**config.mk**
```make
export PLATFORM = sky130hd
export DESIGN_NAME = delay_mem_scheduler_flat
export DESIGN_NICKNAME = d
export VERILOG_FILES = /design/src/rtl/pedal_mem_pkg.sv /design/src/rtl/delay_mem_scheduler_if.sv /design/src/rtl/tap_addr_gen.sv /design/src/rtl/delay_mem_scheduler.sv /design/src/flat_wrapper.sv
export SDC_FILE = /design/constraint.sdc
export NUM_CORES = 1
export LEC_CHECK = 0
export ABC_AREA = 0
export BUFFER_PORTS_ARGS = -buffer_cell sky130_fd_sc_hd__buf_2
export CELL_PAD_IN_SITES_DETAIL_PLACEMENT = 0
export CELL_PAD_IN_SITES_GLOBAL_PLACEMENT = 1
export CORE_ASPECT_RATIO = 1.25
export CORE_MARGIN = 3
export CORE_UTILIZATION = 30
export CTS_CLUSTER_SIZE = 20
export DETAILED_ROUTE_END_ITERATION = 10
export PLACE_DENSITY_LB_ADDON = 0.1
export SYNTH_ARGS = -nofsm -noshare
export SYNTH_HDL_FRONTEND = slang
export SYNTH_SLANG_ARGS = --single-unit
```
**constraint.sdc**
```tcl
create_clock -name wb_clk_i -period 1.9 [get_ports wb_clk_i]
set_input_delay 0.38 -clock wb_clk_i [delete_from_list [all_inputs] [get_ports wb_clk_i]]
set_output_delay 0.38 -clock wb_clk_i [all_outputs]
set_load 0.1 [all_outputs]
```
**src/rtl/pedal_mem_pkg.sv**
```systemverilog
// Shared definitions for the pedal delay/loop sample-memory sequencer:
// size defaults, frame state encoding and the reverb tap-count clamp.
package pedal_mem_pkg;

    localparam int DEF_ADDR_W   = 10;
    localparam int DEF_DATA_W   = 16;
    localparam int DEF_MAX_TAPS = 4;

    typedef enum logic [2:0] {
        ST_IDLE  = 3'd0,
        ST_WRITE = 3'd1,
        ST_READ  = 3'd2,
        ST_WAIT  = 3'd3,
        ST_DONE  = 3'd4
    } state_t;

    // Requested reverb taps, limited to what one frame is allowed to read.
    function automatic int unsigned clamp_taps(input logic [7:0] impulses,
                                               input int unsigned max_taps);
        int unsigned req;
        req = 32'(impulses);
        return (req > max_taps) ? max_taps : req;
    endfunction

endpackage

```
**src/rtl/delay_mem_scheduler_if.sv**
```systemverilog
// Bundle of the sample-side control, the tap stream to the mixer and the
// single-port SRAM port owned by the scheduler.
//
// Handshake: sample_valid is a one-cycle strobe with no ready; it is accepted
// only while busy is low, otherwise the sample is dropped and overrun sets.
// tap_valid qualifies tap_idx/tap_data for exactly one cycle per tap and has
// no back-pressure. mem_en/mem_we are single-cycle commands; mem_rdata is
// expected one cycle after a read command.
interface delay_mem_scheduler_if
    import pedal_mem_pkg::*;
#(
    parameter int ADDR_W   = DEF_ADDR_W,
    parameter int DATA_W   = DEF_DATA_W,
    parameter int MAX_TAPS = DEF_MAX_TAPS
);
    logic                        sample_valid;
    logic [DATA_W-1:0]           sample_in;
    logic                        record;
    logic                        loop;
    logic                        delay_reverb;
    logic [7:0]                  impulses;
    logic [ADDR_W-1:0]           tap_spacing;
    logic                        busy;
    logic                        tap_valid;
    logic [$clog2(MAX_TAPS)-1:0] tap_idx;
    logic [DATA_W-1:0]           tap_data;
    logic                        frame_done;
    logic                        overrun;
    logic                        mem_en;
    logic                        mem_we;
    logic [ADDR_W-1:0]           mem_addr;
    logic [DATA_W-1:0]           mem_wdata;
    logic [DATA_W-1:0]           mem_rdata;

    modport slave (
        input  sample_valid, sample_in, record, loop, delay_reverb, impulses,
               tap_spacing, mem_rdata,
        output busy, tap_valid, tap_idx, tap_data, frame_done, overrun,
               mem_en, mem_we, mem_addr, mem_wdata
    );

    modport master (
        output sample_valid, sample_in, record, loop, delay_reverb, impulses,
               tap_spacing, mem_rdata,
        input  busy, tap_valid, tap_idx, tap_data, frame_done, overrun,
               mem_en, mem_we, mem_addr, mem_wdata
    );

endinterface

```
**src/rtl/tap_addr_gen.sv**
```systemverilog
// Tap address generator: holds the frame base, walks the read address
// backwards by the tap spacing each read (wrapping naturally at 2^ADDR_W)
// and counts reads so the sequencer knows when the last tap is issued.
module tap_addr_gen #(
    parameter int ADDR_W = 10,
    parameter int IDX_W  = 2
) (
    input  logic              clk,
    input  logic              rst,
    input  logic              start,
    input  logic              step,
    input  logic [ADDR_W-1:0] wr_ptr,
    input  logic [ADDR_W-1:0] spacing,
    input  logic [IDX_W-1:0]  last_idx,
    output logic [ADDR_W-1:0] base,
    output logic [ADDR_W-1:0] rd_addr,
    output logic [IDX_W-1:0]  rd_idx,
    output logic              is_last
);
    logic [ADDR_W-1:0] base_q;
    logic [ADDR_W-1:0] spacing_q;
    logic [ADDR_W-1:0] acc_q;
    logic [IDX_W-1:0]  k_q;

    // Load base and first tap address at frame start, then subtract one spacing per read.
    always_ff @(posedge clk) begin
        if (rst) begin
            base_q    <= '0;
            spacing_q <= '0;
            acc_q     <= '0;
            k_q       <= '0;
        end else if (start) begin
            base_q    <= wr_ptr;
            spacing_q <= spacing;
            acc_q     <= wr_ptr - spacing;
            k_q       <= '0;
        end else if (step) begin
            acc_q     <= acc_q - spacing_q;
            k_q       <= k_q + 1'b1;
        end
    end

    assign base    = base_q;
    assign rd_addr = acc_q;
    assign rd_idx  = k_q;
    assign is_last = (k_q == last_idx);

endmodule

```
**src/rtl/delay_mem_scheduler.sv**
```systemverilog
// Per-sample sequencer and sole master of the delay/loop sample SRAM:
// optional record write, then back-to-back tap reads streamed to the mixer.
module delay_mem_scheduler
    import pedal_mem_pkg::*;
#(
    parameter int ADDR_W   = DEF_ADDR_W,
    parameter int DATA_W   = DEF_DATA_W,
    parameter int MAX_TAPS = DEF_MAX_TAPS
) (
    input  logic                  wb_clk_i,
    input  logic                  wb_rst_i,
    delay_mem_scheduler_if.slave  bus,
    output state_t                state_dbg
);
    localparam int IDX_W = $clog2(MAX_TAPS);
    localparam int CNT_W = $clog2(MAX_TAPS + 1);

    state_t            state_q, state_d;
    logic [ADDR_W-1:0] wr_ptr_q;
    logic [DATA_W-1:0] sample_q;
    logic              adv_q;
    logic              has_taps_q;
    logic [IDX_W-1:0]  last_idx_q;
    logic              tap_valid_q;
    logic [IDX_W-1:0]  tap_idx_q;
    logic              overrun_q;

    logic [CNT_W-1:0]  n_req;
    logic              start, step, done;
    logic              mem_en, mem_we;
    logic [ADDR_W-1:0] mem_addr;
    logic [DATA_W-1:0] mem_wdata;
    logic [ADDR_W-1:0] base, rd_addr;
    logic [IDX_W-1:0]  rd_idx;
    logic              is_last;

    tap_addr_gen #(
        .ADDR_W (ADDR_W),
        .IDX_W  (IDX_W)
    ) u_addr (
        .clk      (wb_clk_i),
        .rst      (wb_rst_i),
        .start    (start),
        .step     (step),
        .wr_ptr   (wr_ptr_q),
        .spacing  (bus.tap_spacing),
        .last_idx (last_idx_q),
        .base     (base),
        .rd_addr  (rd_addr),
        .rd_idx   (rd_idx),
        .is_last  (is_last)
    );

    // Tap count of the frame being offered: one in delay mode, clamped impulses in reverb mode.
    always_comb begin
        n_req = CNT_W'(1);
        if (bus.delay_reverb) begin
            n_req = CNT_W'(clamp_taps(bus.impulses, MAX_TAPS));
        end
    end

    // Next-state logic and SRAM command decode; memory is idle outside WRITE and READ.
    always_comb begin
        state_d   = state_q;
        start     = 1'b0;
        step      = 1'b0;
        done      = 1'b0;
        mem_en    = 1'b0;
        mem_we    = 1'b0;
        mem_addr  = '0;
        mem_wdata = '0;
        case (state_q)
            ST_IDLE: begin
                if (bus.sample_valid) begin
                    start = 1'b1;
                    if (bus.record)       state_d = ST_WRITE;
                    else if (n_req != '0) state_d = ST_READ;
                    else                  state_d = ST_DONE;
                end
            end
            ST_WRITE: begin
                mem_en    = 1'b1;
                mem_we    = 1'b1;
                mem_addr  = base;
                mem_wdata = sample_q;
                state_d   = has_taps_q ? ST_READ : ST_DONE;
            end
            ST_READ: begin
                mem_en   = 1'b1;
                mem_addr = rd_addr;
                step     = 1'b1;
                if (is_last) state_d = ST_WAIT;
            end
            ST_WAIT: state_d = ST_DONE;
            ST_DONE: begin
                done    = 1'b1;
                state_d = ST_IDLE;
            end
            default: state_d = ST_IDLE;
        endcase
    end

    // State, frame latches, write pointer, registered tap strobe and sticky overrun.
    always_ff @(posedge wb_clk_i) begin
        if (wb_rst_i) begin
            state_q     <= ST_IDLE;
            wr_ptr_q    <= '0;
            sample_q    <= '0;
            adv_q       <= 1'b0;
            has_taps_q  <= 1'b0;
            last_idx_q  <= '0;
            tap_valid_q <= 1'b0;
            tap_idx_q   <= '0;
            overrun_q   <= 1'b0;
        end else begin
            state_q     <= state_d;
            tap_valid_q <= step;
            tap_idx_q   <= step ? rd_idx : '0;
            if (start) begin
                sample_q   <= bus.sample_in;
                adv_q      <= bus.record | bus.loop;
                has_taps_q <= (n_req != '0);
                last_idx_q <= IDX_W'(n_req - 1'b1);
            end
            if (done && adv_q) begin
                wr_ptr_q <= wr_ptr_q + 1'b1;
            end
            if (bus.sample_valid && (state_q != ST_IDLE)) begin
                overrun_q <= 1'b1;
            end
        end
    end

    assign bus.busy       = (state_q != ST_IDLE);
    assign bus.tap_valid  = tap_valid_q;
    assign bus.tap_idx    = tap_idx_q;
    assign bus.tap_data   = tap_valid_q ? bus.mem_rdata : '0;
    assign bus.frame_done = done;
    assign bus.overrun    = overrun_q;
    assign bus.mem_en     = mem_en;
    assign bus.mem_we     = mem_we;
    assign bus.mem_addr   = mem_addr;
    assign bus.mem_wdata  = mem_wdata;
    assign state_dbg      = state_q;

endmodule

```
**src/flat_wrapper.sv**
```systemverilog
// flat-port wrapper written by rule: the top's interface ports become plain ports
module delay_mem_scheduler_flat import pedal_mem_pkg::*;
#(
    parameter int ADDR_W   = DEF_ADDR_W,
    parameter int DATA_W   = DEF_DATA_W,
    parameter int MAX_TAPS = DEF_MAX_TAPS
)
  (wb_clk_i, wb_rst_i, state_dbg, bus_sample_valid, bus_sample_in, bus_record, bus_loop, bus_delay_reverb, bus_impulses, bus_tap_spacing, bus_mem_rdata, bus_busy, bus_tap_valid, bus_tap_idx, bus_tap_data, bus_frame_done, bus_overrun, bus_mem_en, bus_mem_we, bus_mem_addr, bus_mem_wdata);
  delay_mem_scheduler_if #(.ADDR_W(ADDR_W), .DATA_W(DATA_W), .MAX_TAPS(MAX_TAPS)) bus_i ();
  input  logic wb_clk_i;
  input  logic wb_rst_i;
  output state_t state_dbg;
  input wire logic [$bits(bus_i.sample_valid)-1:0] bus_sample_valid;
  input wire logic [$bits(bus_i.sample_in)-1:0] bus_sample_in;
  input wire logic [$bits(bus_i.record)-1:0] bus_record;
  input wire logic [$bits(bus_i.loop)-1:0] bus_loop;
  input wire logic [$bits(bus_i.delay_reverb)-1:0] bus_delay_reverb;
  input wire logic [$bits(bus_i.impulses)-1:0] bus_impulses;
  input wire logic [$bits(bus_i.tap_spacing)-1:0] bus_tap_spacing;
  input wire logic [$bits(bus_i.mem_rdata)-1:0] bus_mem_rdata;
  output wire logic [$bits(bus_i.busy)-1:0] bus_busy;
  output wire logic [$bits(bus_i.tap_valid)-1:0] bus_tap_valid;
  output wire logic [$bits(bus_i.tap_idx)-1:0] bus_tap_idx;
  output wire logic [$bits(bus_i.tap_data)-1:0] bus_tap_data;
  output wire logic [$bits(bus_i.frame_done)-1:0] bus_frame_done;
  output wire logic [$bits(bus_i.overrun)-1:0] bus_overrun;
  output wire logic [$bits(bus_i.mem_en)-1:0] bus_mem_en;
  output wire logic [$bits(bus_i.mem_we)-1:0] bus_mem_we;
  output wire logic [$bits(bus_i.mem_addr)-1:0] bus_mem_addr;
  output wire logic [$bits(bus_i.mem_wdata)-1:0] bus_mem_wdata;
  assign bus_i.sample_valid = bus_sample_valid;
  assign bus_i.sample_in = bus_sample_in;
  assign bus_i.record = bus_record;
  assign bus_i.loop = bus_loop;
  assign bus_i.delay_reverb = bus_delay_reverb;
  assign bus_i.impulses = bus_impulses;
  assign bus_i.tap_spacing = bus_tap_spacing;
  assign bus_i.mem_rdata = bus_mem_rdata;
  assign bus_busy = bus_i.busy;
  assign bus_tap_valid = bus_i.tap_valid;
  assign bus_tap_idx = bus_i.tap_idx;
  assign bus_tap_data = bus_i.tap_data;
  assign bus_frame_done = bus_i.frame_done;
  assign bus_overrun = bus_i.overrun;
  assign bus_mem_en = bus_i.mem_en;
  assign bus_mem_we = bus_i.mem_we;
  assign bus_mem_addr = bus_i.mem_addr;
  assign bus_mem_wdata = bus_i.mem_wdata;
  delay_mem_scheduler #(.ADDR_W(ADDR_W), .DATA_W(DATA_W), .MAX_TAPS(MAX_TAPS)) u_core (.wb_clk_i(wb_clk_i), .wb_rst_i(wb_rst_i), .bus(bus_i), .state_dbg(state_dbg));
endmodule
```
==> impl_results.rst, run 1 <==
.. list-table::
   :header-rows: 1

   * - Metric
     - Value
   * - Result of the run
     - complete, but fails checks
   * - Violated checks
     - setup timing
   * - Delay-heaviest family, CP
     - compound AO/OA/AOI/OAI gates
   * - CP max FO
     - 3
   * - Minimum clock period
     - approximately 2.1 ns
   * - Number of max-slew violations in the final report
     - 0
   * - Most repeated cell in the gate-level netlist after synthesis
     - nand2_1
   * - Post-synthesis instance area
     - slightly below 4000 sq um
   * - CP required
     - 2.12 ns
   * - Final total power
     - about 5.6 mW
   * - Async set or reset register ratio after synthesis
     - 0%
   * - Die H
     - around 130 um
   * - Worst-case clock skew
     - 0.006361 ns
   * - Compound-Gate Fraction of Synth Area
     - 18.27%
   * - Post-synthesis sequential element count
     - slightly below 70
   * - Most area-consuming cells after synthesis
     - dfxtp_1, nand2_1, a21oi_1, ha_1, and2_1
   * - Leak Pwr
     - 2.805 nW
   * - Post-synthesis share of cell area spent on full adders, half adders and majority gates
     - approximately 7.5%
   * - Global Route Usage Sum
     - 17.39%
   * - Length of the first detailed-routing pass in iterations
     - 4
   * - Number of remaining DRC errors
     - 0
   * - Number of synthesized flops with an enable pin
     - 0
   * - Gate count after technology mapping
     - 497
   * - Number of global-route vias before repair
     - between 3000 and 4000
   * - Maximum clock insertion buffer count
     - 2
   * - Ratio of cells with drive above 1 in the final layout
     - between 40 and 50%
   * - CTS clk-pin slew, worst paths
     - around 0.05 ns
   * - Hold buffer count at cts
     - 0
   * - Library cell with the largest summed area after synthesis
     - dfxtp_1
   * - Post-route standard cell area excluding fillers
     - ~6300 sq um
   * - Area taken by multi-input logic gates
     - 2606 sq um
   * - Actual transition at the worst max-transition pin
     - 0.5853 ns
   * - Worst path buffer plus inverter count
     - 1
   * - Finished Layout Cells
     - 823
   * - Hold Fails Final Rpt
     - 0
   * - Sequential cell area
     - 1404 sq um
   * - Largest net degree at the start of global routing
     - 34
   * - Final cycle utilization of the critical path
     - 110.0%
   * - Slowest cell on the critical path
     - dfxtp_2
   * - Core area
     - approximately 12000 sq um
   * - Buffer type at the clock tree root
     - clkbuf_16
   * - Critical path startpoint category
     - flop
   * - Fraction of the yosys area taken by sequential cells
     - between 30% and 40%
   * - Most frequent cells after synthesis
     - nand2_1, dfxtp_1, a21oi_1
   * - DRT Wirelength
     - between 10000 and 15000 um
   * - Maximum clock frequency
     - 478.5 MHz
   * - Number of antenna violations at the first check in global routing
     - 0
   * - Placement Setup Slack
     - -0.2841 ns
   * - Worst slew margin
     - a little over 60%
   * - Most used DFF post-synth
     - dfxtp_1
   * - Synth warnings
     - 0
   * - IR drop worst, VDD
     - 0.5684 mV
   * - Type of destination of the critical path
     - flop
   * - Count of pins on the block boundary
     - roughly 110
   * - Placed standard-cell area
     - about 5600 sq um
   * - Synthesized Nets
     - between 500 and 600
   * - Clock tree from TritonCTS
     - built
   * - Total vias in the final route
     - roughly 4000
   * - Worst hold-check path type
     - in2reg
   * - Final total negative setup slack
     - -2.405 ns
   * - Via-per-instance ratio
     - around 4.8
   * - Total congestion overflow
     - 0
   * - CP cell instances
     - inv_2 > ha_4 > fa_2 > and2b_1 > o31a_2 > a2bb2oi_2 > xnor2_1 > a2111oi_2 > a211o_1
   * - Floorplan die width
     - around 110 um
   * - Number of setup violations in the final report
     - 25
   * - Detail Route Antenna Nets
     - 0
   * - Net count of the finished layout
     - roughly 730
   * - Xor/xnor cell area share of the yosys netlist
     - under 10%
   * - Clock buffer count from CTS
     - 9
   * - Largest family of logic cells by synthesized area
     - simple AND/OR/NAND/NOR gates
   * - Total Die Area
     - 14310 sq um
   * - Per-cell routed wire length
     - 15.28 um
   * - Area grow syn2layout
     - 61.62%
   * - Routability cong.
     - roughly 0.83
   * - H-Tree Level Count
     - 3
   * - Max capacitance violation total
     - 0
   * - Area share of and/or/nand/nor cells after synthesis
     - approximately a quarter
   * - Cell count after placement
     - 788
   * - Utilization of the core after routing
     - just over 50%
   * - Multiplexer share of the synthesized area
     - 0.5496%
   * - Power density relative to cell area
     - approximately 900 nW/um^2
   * - Starting Density
     - between 30% and 40%
   * - Iteration-0 DRC count of the detailed router
     - roughly 150
   * - Average footprint of a synthesized cell
     - around 7.8 sq um
   * - Critical path arrival
     - between 2 and 2.5 ns
   * - Fillers
     - 1213
   * - Number of library cell types mapped by synthesis
     - between 50 and 60
   * - Sinks on the clock net
     - slightly below 70
   * - Longest individual stage delay on the worst path
     - about 0.32 ns
   * - Portion of synthesized cell area occupied by the leading cell type
     - between 30% and 40%
   * - Port bufs
     - about 110
   * - Inserted Diodes
     - 0
   * - First-pass GRT wire length
     - about 20000 um
   * - Standard-cell rows
     - between 40 and 50
   * - Unrepaired setup endpoints after global routing
     - true
   * - Worst hold slack after final layout
     - ~0.28 ns
   * - Clock latency reported for the late side of the worst-skew pair
     - between 0.3 and 0.4 ns
   * - Final worst setup slack
     - -0.1900 ns
   * - Detail Placement HPWL
     - between 8000 and 9000 um
   * - Worst Setup Path Type
     - reg2reg
## path summary, 6_finish.rpt
path / end / startpoint / slack [ns] / cells past startpoint
worst max-delay path: u_core.u_addr.rd_addr[8] / u_core.u_addr.rd_addr[0] / -0.19 / 9
worst min register to register: u_core.u_addr.spacing_q[7] / u_core.u_addr.spacing_q[7] / 0.45 / 2
worst min-delay path: u_core.sample_q[2] / bus_sample_in[2] / 0.28 / 3
worst max register to register: u_core.u_addr.rd_addr[8] / u_core.u_addr.rd_addr[0] / -0.19 / 9
## worst register-to-register path, stage by stage (launching register included)
cell and delay (ns):
dfxtp_2 0.32, inv_2 0.07, ha_4 0.14, fa_2 0.19, and2b_1 0.19, o31a_2 0.32
a2bb2oi_2 0.17, xnor2_1 0.20, a2111oi_2 0.10, a211o_1 0.28
## metal layers
metal	routed length [um]	GRT usage (%)	vias up
met2	6439	30.36	78
met4	242	6.596	0
met3	527	2.538	19
met1	5368	21.34	1850
li1	-	-	2008
met5	0	0	-
## area by class of cell
type | instances | share of cell area, %
clock inverter | 4 | 0.7602
multi-input combinational | 370 | 41.67
timing repair buffer | 175 | 26.17
tap | 164 | 3.281
clock buffer | 12 | 3.941
sequential | 69 | 22.44
inverter | 29 | 1.740
## state kept, by name (all words and copies together), names as in the netlist, 2 cells and up
name                     count
u_core.state_dbg             3
u_core.u_addr.rd_addr       10
u_core.sample_q             16
u_core.last_idx_q            2
u_core.u_addr.spacing_q     10
u_core.u_addr.base          10
u_core.u_addr.rd_idx         2
u_core.wr_ptr_q             10
u_core.bus.tap_idx           2
## logic make-up (layout without fill, tap and decap cells)
group	after synthesis	after routing
simple gates	215	215
flops	69	69
xor+xnor	22	22
compound gates	109	109
buf+inv	58	220
fa+ha+maj	22	22
mux	2	2
## repair_timing
action                     4_1_cts  5_1_grt
gates cloned                     4        0
gates resized for setup         36       23
pin swaps                       25       19
setup endpoints to repair       32       34
setup buffers                   12        6
## power by group
group / switching (mW) / total [mW] / internal [mW]
logic: 1.34 / 2.30 / 0.969
registers: 0.0803 / 1.65 / 1.57
clock network: 0.622 / 1.67 / 1.05
total: 2.04 / 5.62 / 3.59
## placed cells by master, fill, tap and decap left out, drive strengths merged, types with 15 or more instances in the layout
cell type  synthesis  layout
inv               29      29
and2              35      35
a21oi             51      51
nor2              37      37
buf               13     175
nor3              17      17
dfxtp             69      69
nand2             91      91
ha                20      20
xor2              15      15
Note: power is estimated with default switching activity, not from simulation.
==> run 2: changes to the inputs <==
==> constraint.sdc (replaced) <==
create_clock -name wb_clk_i -period 2.6 [get_ports wb_clk_i]
set_input_delay 0.52 -clock wb_clk_i [delete_from_list [all_inputs] [get_ports wb_clk_i]]
set_output_delay 0.52 -clock wb_clk_i [all_outputs]
set_load 0.01 [all_outputs]
==> impl_results.rst, run 2 (synthesis results as in run 1) <==
.. list-table::
   :header-rows: 1

   * - Metric
     - Value
   * - Most common cell after layout, fill and taps aside
     - buf_2 (was nand2_1)
   * - Number of antenna violations at the first check in global routing
     - 0 (unchanged)
   * - Total congestion overflow
     - 0 (unchanged)
   * - Maximum clock frequency
     - 442.6 MHz (was 478.5 MHz)
   * - H-Tree Level Count
     - 3 (unchanged)
   * - Flip-flop count of the largest register, all copies and words added
     - 16 (unchanged)
   * - Final total power
     - 3.577 mW (was 5.624 mW)
   * - Die H
     - 133.0 um (unchanged)
   * - Actual transition at the worst max-transition pin
     - 0.7161 ns (was 0.5853 ns)
   * - CP max FO
     - 4 (was 3)
   * - Total vias in the final route
     - 3642 (was 3955)
   * - Ratio of cells with drive above 1 in the final layout
     - 23.68% (was 43.25%)
   * - Detail Placement HPWL
     - 7813 um (was 8863 um)
   * - Starting Density
     - 31.24% (unchanged)
   * - Routability cong.
     - 0.8047 (was 0.8250)
   * - Length of the first detailed-routing pass in iterations
     - 4 (unchanged)
   * - Number of remaining DRC errors
     - 0 (unchanged)
   * - Worst hold slack after final layout
     - 0.4227 ns (was 0.2782 ns)
   * - DRT Wirelength
     - 10790 um (was 12580 um)
   * - Hold buffer count at cts
     - 0 (unchanged)
   * - Critical path arrival
     - 2.48 ns (was 2.31 ns)
   * - Maximum clock insertion buffer count
     - 2 (unchanged)
   * - Count of pins on the block boundary
     - 109 (unchanged)
   * - Leak Pwr
     - 2.278 nW (was 2.805 nW)
   * - Number of gates resized after CTS
     - 0 (was 36)
   * - CTS clk-pin slew, worst paths
     - 0.06 ns (was 0.05 ns)
   * - Unrepaired setup endpoints after global routing
     - false (was true)
   * - Largest net degree at the start of global routing
     - 53 (was 34)
   * - Worst hold-check path type
     - in2reg (unchanged)
   * - Standard-cell rows
     - 45 (unchanged)
   * - Clock latency reported for the late side of the worst-skew pair
     - 0.33 ns (was 0.34 ns)
   * - Clock tree from TritonCTS
     - built (unchanged)
   * - Number of max-slew violations in the final report
     - 0 (unchanged)
   * - Type of destination of the critical path
     - flop (unchanged)
   * - Result of the run
     - finished, final reports clean (was complete, but fails checks)
   * - Total Die Area
     - 14310 sq um (unchanged)
   * - Clock buffer count from CTS
     - 9 (unchanged)
   * - Port bufs
     - 108 (unchanged)
   * - Inserted Diodes
     - 0 (unchanged)
   * - Floorplan die width
     - 107.6 um (unchanged)
   * - Post-CTS Repair Setup Buffers
     - 0 (was 12)
   * - Worst Setup Path Type
     - reg2reg (unchanged)
   * - Buffer type at the clock tree root
     - clkbuf_16 (unchanged)
   * - Number of global-route vias before repair
     - 3505 (was 3821)
   * - Most used cells in the layout excluding fill and tap cells
     - buf_2, nand2_1, dfxtp_1 (was nand2_1, buf_2, dfxtp_1)
   * - Critical path startpoint category
     - flop (unchanged)
   * - Detail Route Antenna Nets
     - 0 (unchanged)
   * - Worst-case clock skew
     - 0.005671 ns (was 0.006361 ns)
   * - Max capacitance violation total
     - 0 (unchanged)
   * - Net count of the finished layout
     - 677 (was 732)
   * - Final cycle utilization of the critical path
     - 86.89% (was 110.0%)
   * - CP required
     - 2.82 ns (was 2.12 ns)
   * - Via-per-instance ratio
     - 4.742 (was 4.806)
   * - Hold Fails Final Rpt
     - 0 (unchanged)
   * - Worst slew margin
     - 51.82% (was 60.62%)
   * - Utilization of the core after routing
     - 39.91% (was 50.49%)
   * - Final total negative setup slack
     - 0 ns (was -2.405 ns)
   * - Per-cell routed wire length
     - 14.05 um (was 15.28 um)
   * - First-pass GRT wire length
     - 17570 um (was 19540 um)
   * - Flop-to-flop setup slack
     - 0.34 ns (was -0.19 ns)
   * - Global Route Usage Sum
     - 15.33% (was 17.39%)
   * - Top register by number of flip-flops
     - u_core.sample_q (unchanged)
   * - Area grow syn2layout
     - 27.74% (was 61.62%)
   * - Power density relative to cell area
     - 723.5 nW/um^2 (was 899.2 nW/um^2)
   * - Minimum clock period
     - 2.259 ns (was 2.090 ns)
   * - Number of setup violations in the final report
     - 0 (was 25)
   * - Sinks on the clock net
     - 69 (unchanged)
   * - IR drop worst, VDD
     - 0.3302 mV (was 0.5684 mV)
   * - Iteration-0 DRC count of the detailed router
     - 103 (was 152)
   * - Core area
     - 12390 sq um (unchanged)
-- run 2: final timing paths --
kind	from	cells after the start	to
min	bus_sample_in[8]	3	u_core.sample_q[8]
min reg2reg	u_core.sample_q[3]	2	u_core.sample_q[3]
max	u_core.wr_ptr_q[0]	9	u_core.u_addr.rd_addr[8]
max reg2reg	u_core.wr_ptr_q[0]	9	u_core.u_addr.rd_addr[8]
-- run 2: area by class of cell --
class,count,area (sq um)
repair buffers,120,643.1
inverters,29,108.9
multi-input cells,370,2248
fillers,1314,7443
clock buffers,12,236.5
clock inverters,4,120.1
flip-flops and latches,69,1381
well taps,164,205.2
-- run 2: worst max-delay path: stages (launching register included) --
cell and delay [ns]:
dfxtp_1 0.38, inv_1 0.11, ha_1 0.22, fa_1 0.38
nand2b_1 0.19, a21oi_1 0.19, o21a_1 0.18, o41a_1 0.16
nor4b_1 0.06, a211o_1 0.28
-- run 2: metrics by stage --
stage               worst slack, ns  instance area [sq um]  std cells
floorplan                    0.4880                   3870        497
global placement             0.2067                   4587        752
detailed placement           0.1924                   4587        752
CTS                          0.3214                   4943        768
global route                 0.2028                   4943        768
finish                       0.3408                   4943        768
-- run 2: per-layer routing --
| layer | GRT usage (%) | up-vias | part of all wire (%) |
|---|---|---|---|
| li1 | - | 1895 | - |
| met3 | 3.123 | 14 | 5.7 |
| met2 | 25.14 | 93 | 48 |
| met5 | 0 | - | 0 |
| met4 | 5.684 | 0 | 1.5 |
| met1 | 19.72 | 1640 | 45 |
-- run 2: power by group --
group | internal, mW | switching, mW | leakage [nW] | total (mW)
combinational | 0.377 | 0.500 | 1.54 | 0.877
clock | 1.04 | 0.448 | 0.171 | 1.48
sequential | 1.15 | 0.0711 | 0.564 | 1.22
